===== src/rtl/serial_word_collector_if.sv =====
// Serial-in / word-out bundle between a shift-register source, the collector and its consumer.
interface serial_word_collector_if #(
    parameter int WIDTH = 4,
    parameter int CNT_W = 8
);
    logic             s_in;
    logic             shift_valid;
    logic             dir;
    logic             word_ready;
    logic             clr_flags;
    logic [WIDTH-1:0] word;
    logic             word_valid;
    logic             busy;
    logic             overrun;
    logic             dir_err;
    logic [CNT_W-1:0] word_cnt;

    modport master (
        output s_in, shift_valid, dir, word_ready, clr_flags,
        input  word, word_valid, busy, overrun, dir_err, word_cnt
    );

    modport slave (
        input  s_in, shift_valid, dir, word_ready, clr_flags,
        output word, word_valid, busy, overrun, dir_err, word_cnt
    );
endinterface


===== src/rtl/serial_word_collector.sv =====
// Assembles WIDTH-bit words from a serial stream in LSB- or MSB-first order and
// presents them through a one-entry valid/ready buffer with overrun/direction flags.
//
//   state   | meaning
//   --------+------------------------------------------------
//   IDLE    | no partial word; next valid bit starts a word
//   COLLECT | partial word in progress, bit_k bits stored
module serial_word_collector #(
    parameter int WIDTH = 4,
    parameter int CNT_W = 8
) (
    input logic                   clk,
    input logic                   rst_l,
    serial_word_collector_if.slave bus
);
    localparam int K_W = (WIDTH > 2) ? $clog2(WIDTH) : 1;
    localparam logic [K_W-1:0] K_LAST = K_W'(WIDTH - 1);

    typedef enum logic {
        IDLE    = 1'b0,
        COLLECT = 1'b1
    } state_t;

    state_t           state;
    logic [K_W-1:0]   bit_k;
    logic [WIDTH-1:0] asm_reg;
    logic             dir_lat;

    logic [WIDTH-1:0] word_q;
    logic             word_valid_q;
    logic             busy_q;
    logic             overrun_q;
    logic             dir_err_q;
    logic [CNT_W-1:0] word_cnt_q;

    logic             dir_mismatch;
    logic             restart;
    logic             cap_dir;
    logic [K_W-1:0]   cap_k;
    logic [K_W-1:0]   cap_pos;
    logic [WIDTH-1:0] asm_next;
    logic             complete;
    logic             xfer;
    logic             load;
    logic             drop;

    // A new word starts from a cleared assembly register, either from IDLE or
    // after a mid-word direction change discards the partial word.
    always_comb begin
        dir_mismatch = (state == COLLECT) && (bus.dir != dir_lat);
        restart      = (state == IDLE) || dir_mismatch;
        cap_dir      = restart ? bus.dir : dir_lat;
        cap_k        = restart ? '0 : bit_k;
        cap_pos      = cap_dir ? cap_k : (K_LAST - cap_k);
        asm_next     = restart ? '0 : asm_reg;
        asm_next[cap_pos] = bus.s_in;
        complete     = bus.shift_valid && (cap_k == K_LAST);
        xfer         = word_valid_q && bus.word_ready;
        load         = complete && (!word_valid_q || bus.word_ready);
        drop         = complete && word_valid_q && !bus.word_ready;
    end

    always_ff @(posedge clk or negedge rst_l) begin
        if (!rst_l) begin
            state        <= IDLE;
            bit_k        <= '0;
            asm_reg      <= '0;
            dir_lat      <= 1'b1;
            word_q       <= '0;
            word_valid_q <= 1'b0;
            busy_q       <= 1'b0;
            overrun_q    <= 1'b0;
            dir_err_q    <= 1'b0;
            word_cnt_q   <= '0;
        end else begin
            if (bus.shift_valid) begin
                dir_lat <= cap_dir;
                if (complete) begin
                    state   <= IDLE;
                    bit_k   <= '0;
                    asm_reg <= '0;
                    busy_q  <= 1'b0;
                end else begin
                    state   <= COLLECT;
                    bit_k   <= cap_k + K_W'(1);
                    asm_reg <= asm_next;
                    busy_q  <= 1'b1;
                end
            end

            if (load) begin
                word_q       <= asm_next;
                word_valid_q <= 1'b1;
            end else if (xfer) begin
                word_valid_q <= 1'b0;
            end

            if (xfer)
                word_cnt_q <= word_cnt_q + CNT_W'(1);

            // Set events take priority over a same-edge clear.
            overrun_q <= (overrun_q & ~bus.clr_flags) | drop;
            dir_err_q <= (dir_err_q & ~bus.clr_flags) | (bus.shift_valid & dir_mismatch);
        end
    end

    assign bus.word       = word_q;
    assign bus.word_valid = word_valid_q;
    assign bus.busy       = busy_q;
    assign bus.overrun    = overrun_q;
    assign bus.dir_err    = dir_err_q;
    assign bus.word_cnt   = word_cnt_q;
endmodule

===== src/flat_wrapper.sv =====
// flat-port wrapper written by rule: the top's interface ports become plain ports
module serial_word_collector_flat 
#(
    parameter int WIDTH = 4,
    parameter int CNT_W = 8
)
  (clk, rst_l, bus_s_in, bus_shift_valid, bus_dir, bus_word_ready, bus_clr_flags, bus_word, bus_word_valid, bus_busy, bus_overrun, bus_dir_err, bus_word_cnt);
  serial_word_collector_if #(.WIDTH(WIDTH), .CNT_W(CNT_W)) bus_i ();
  input logic clk;
  input logic rst_l;
  input wire logic [$bits(bus_i.s_in)-1:0] bus_s_in;
  input wire logic [$bits(bus_i.shift_valid)-1:0] bus_shift_valid;
  input wire logic [$bits(bus_i.dir)-1:0] bus_dir;
  input wire logic [$bits(bus_i.word_ready)-1:0] bus_word_ready;
  input wire logic [$bits(bus_i.clr_flags)-1:0] bus_clr_flags;
  output wire logic [$bits(bus_i.word)-1:0] bus_word;
  output wire logic [$bits(bus_i.word_valid)-1:0] bus_word_valid;
  output wire logic [$bits(bus_i.busy)-1:0] bus_busy;
  output wire logic [$bits(bus_i.overrun)-1:0] bus_overrun;
  output wire logic [$bits(bus_i.dir_err)-1:0] bus_dir_err;
  output wire logic [$bits(bus_i.word_cnt)-1:0] bus_word_cnt;
  assign bus_i.s_in = bus_s_in;
  assign bus_i.shift_valid = bus_shift_valid;
  assign bus_i.dir = bus_dir;
  assign bus_i.word_ready = bus_word_ready;
  assign bus_i.clr_flags = bus_clr_flags;
  assign bus_word = bus_i.word;
  assign bus_word_valid = bus_i.word_valid;
  assign bus_busy = bus_i.busy;
  assign bus_overrun = bus_i.overrun;
  assign bus_dir_err = bus_i.dir_err;
  assign bus_word_cnt = bus_i.word_cnt;
  serial_word_collector #(.WIDTH(WIDTH), .CNT_W(CNT_W)) u_core (.clk(clk), .rst_l(rst_l), .bus(bus_i));
endmodule

===== config.mk =====
export PLATFORM = sky130hd
export DESIGN_NAME = serial_word_collector_flat
export DESIGN_NICKNAME = d
export VERILOG_FILES = /design/src/rtl/serial_word_collector_if.sv /design/src/rtl/serial_word_collector.sv /design/src/flat_wrapper.sv
export SDC_FILE = /design/constraint.sdc
export NUM_CORES = 1
export LEC_CHECK = 0
export ABC_AREA = 0
export CORE_ASPECT_RATIO = 1.2
export CORE_MARGIN = 5
export CORE_UTILIZATION = 54
export DETAILED_ROUTE_END_ITERATION = 6
export PLACE_DENSITY = 0.82
export SYNTH_ARGS = -nofsm -noshare
export SYNTH_HDL_FRONTEND = slang
export SYNTH_SLANG_ARGS = --single-unit

===== constraint.sdc =====
create_clock -name clk -period 3.7 [get_ports clk]
set_clock_uncertainty 0.05 [all_clocks]
set_input_delay 1.11 -clock clk [delete_from_list [all_inputs] [get_ports clk]]
set_output_delay 1.11 -clock clk [all_outputs]
set_load 0.03 [all_outputs]

==> metrics.csv <==
metric,value,unit
"Cell Area, Placed",0.00144,mm2
Pwr per Cell Area,524,mW/mm2
RSZ-0062 raised after global routing,no,
Final HPWL DP,1910,um
largest net degree at the start of global routing,24,
area grow syn2layout,20.9,%
worst hold path type,reg2reg,
share of the synthesized area in the top cell type,45.5,%
Worst-Skew Late Latency,310,ps
gr ovfl total,0,
Post-synth top cells,"22 x dfrtp_1, 9 x o22ai_1, 8 x nor2_1, 7 x inv_1, 7 x nand2_1",
Die Footprint,0.00329,mm2
layout cells sized above 1,7.80,%
"Slew Viols, Final",0,
"EDFF count, synth",0,
Syn Nets,130,
effective utilization at floorplan,57.8,%
Placeable Area,0.00209,mm2
Die Ht,61.9,um
port buffer count,22,
crit path kind,in2reg,
1st-iter DRT viols,22,
clock slew at reported path FFs,120,ps
filler instances,187,
most numerous cell in the Yosys netlist,dfrtp_1,
critical path endpoint category,register,
flip-flop and latch count after synthesis,23,
IO Pins,23,
Max Buffers Root-to-Sink,2,
Die Width,53.2,um
PostCTS Resize Cnt,0,
H-tree depth,1,
Post-synth ARST share,100,%
post-CTS setup buffer count,0,
Final setup viols,0,
FMAX,0.345,GHz
Area contributors post-synth,"dfrtp_1 45%, o22ai_1 4.6%, xnor2_1 3.6%",
total wire length,2490,um
final instance area,0.00146,mm2
Yosys top cell by area,dfrtp_1,
RePlAce Congestion,0.778,
Unique masters post-synth,39,
crit path DAT,3090,ps
cts hold-fix bufs,0,
vias per cell,5.48,
Slew headroom,33.6,%
max reg flops,8,
Max IR drop VDD,352,uV
GR Util All Layers,17.6,%
min Tclk post-route,2900,ps
"Seq/Total Area, Yosys",47.6,%
first-pass GRT wire length,4220,um
CTS tree,done,
worst-path fanout max,8,
per-cell routed wire length,14.6,um
First-pass DRT Iterations,4,
fin crit share,78.3,%
DRC,0,
Cells after Synth,121,
top_reg_cell synth,dfrtp_1,
reg2reg path depth,7,
row count,18,
Mapped Area,0.00121,mm2
max_cap viols,0,
Pleak,0.659,nW
critical path required time,3890,ps
"Hold Vio Cnt, Final",0,
CTS buffer count,3,
startpoint types,input pin,
Antenna Nets Post-Route,0,
WHS Path Cells,1,
worst slew pin tran,993,ps
clock sink count,23,
vias in the first global route,956,
Synth Warn #,0,
via count,937,
Antenna diodes,0,
status,finished clean,
Setup TNS,0,ps
antenna violations before repair,0,
syn_area_per_cell,10.0,um2
Final #Nets,151,
CTS root buffer,clkbuf_4,
==> power by group <==
part / switching, mW / internal, mW
registers: 0.0561 / 0.303
clock network: 0.0720 / 0.0403
logic: 0.159 / 0.136
==> path summary, 6_finish.rpt <==
| kind | start | end | slack [ps] |
|---|---|---|---|
| min | u_core.bus.word_cnt[7]$_DFFE_PN0P_ | u_core.bus.word_cnt[7]$_DFFE_PN0P_ | 440 |
| max in group asynchronous | rst_l | u_core.asm_reg[3]$_DFFE_PN0P_ | 1710 |
| max reg2reg | u_core.dir_lat$_DFFE_PN1P_ | u_core.bus.word[3]$_DFFE_PN0P_ | 1490 |
| max | bus_dir | u_core.bus.word[3]$_DFFE_PN0P_ | 800 |
| min reg2reg | u_core.bus.word_cnt[7]$_DFFE_PN0P_ | u_core.bus.word_cnt[7]$_DFFE_PN0P_ | 440 |
| min in group asynchronous | rst_l | u_core.bus.word_cnt[4]$_DFFE_PN0P_ | 1290 |
==> cell families (layout without fill, tap and decap cells) <==
logic type / count (synthesis) / count (layout) / share of synthesized area [%]
flops: 23 / 23 / 47.6
compound gates: 31 / 31 / 17.3
xor+xnor: 8 / 8 / 5.79
fa+ha+maj: 2 / 2 / 2.07
mux: 2 / 2 / 1.86
simple gates: 41 / 41 / 19.9
buf+inv: 14 / 34 / 5.48
==> critical path, cell delays in order <==
cell             delay [ps]
clkdlybuf4s50_1         430
xnor2_1                 300
and3_1                  240
ha_1                    250
nand2_1                 130
nor2b_1                 410
nor2_1                   80
a21oi_1                 140
==> cell type report <==
class | instances | area, um2 | area share, %
repair buffers | 23 | 228 | 15.6
inverters | 7 | 26.3 | 1.79
clock buffers | 3 | 22.5 | 1.54
well taps | 30 | 37.5 | 2.56
clock inverters | 1 | 5.00 | 0.342
flip-flops and latches | 23 | 577 | 39.4
multi-input cells | 84 | 568 | 38.8
==> metal layers <==
| layer | up-vias | GRT usage (%) | share of wire, % |
|---|---|---|---|
| met1 | 446 | 19.8 | 42 |
| met4 | 0 | 7.66 | 0.92 |
| met3 | 2 | 1.67 | 3.2 |
| met5 | - | 0 | 0 |
| met2 | 15 | 33.5 | 54 |
| li1 | 474 | - | - |
==> through the flow <==
step | worst slack (ps) | hold WS, ps | instances | total power, mW | utilization [%]
2_1_floorplan | 1080 | 400 | 121 | 0.549 | -
3_3_place_gp | 581 | 409 | 167 | 0.654 | 68.6
3_5_place_dp | 489 | 420 | 167 | 0.663 | 68.6
4_1_cts | 803 | 449 | 171 | 0.776 | 69.9
5_1_grt | 619 | 469 | 171 | 0.820 | 69.9
6_report | 804 | 441 | 171 | 0.767 | 69.9
==> cells in the final DEF (no fill, tap or decap), types with 4 or more instances in the layout <==
cell type and instances:
a21o_1 4, a21oi_1 4, a32oi_1 4, clkdlybuf4s50_1 22, dfrtp_1 22, inv_1 7, nand2_1 7, nor2_1 8
nor2b_1 5, o22ai_1 9, xnor2_1 5
(Power assumes the default switching activity.)
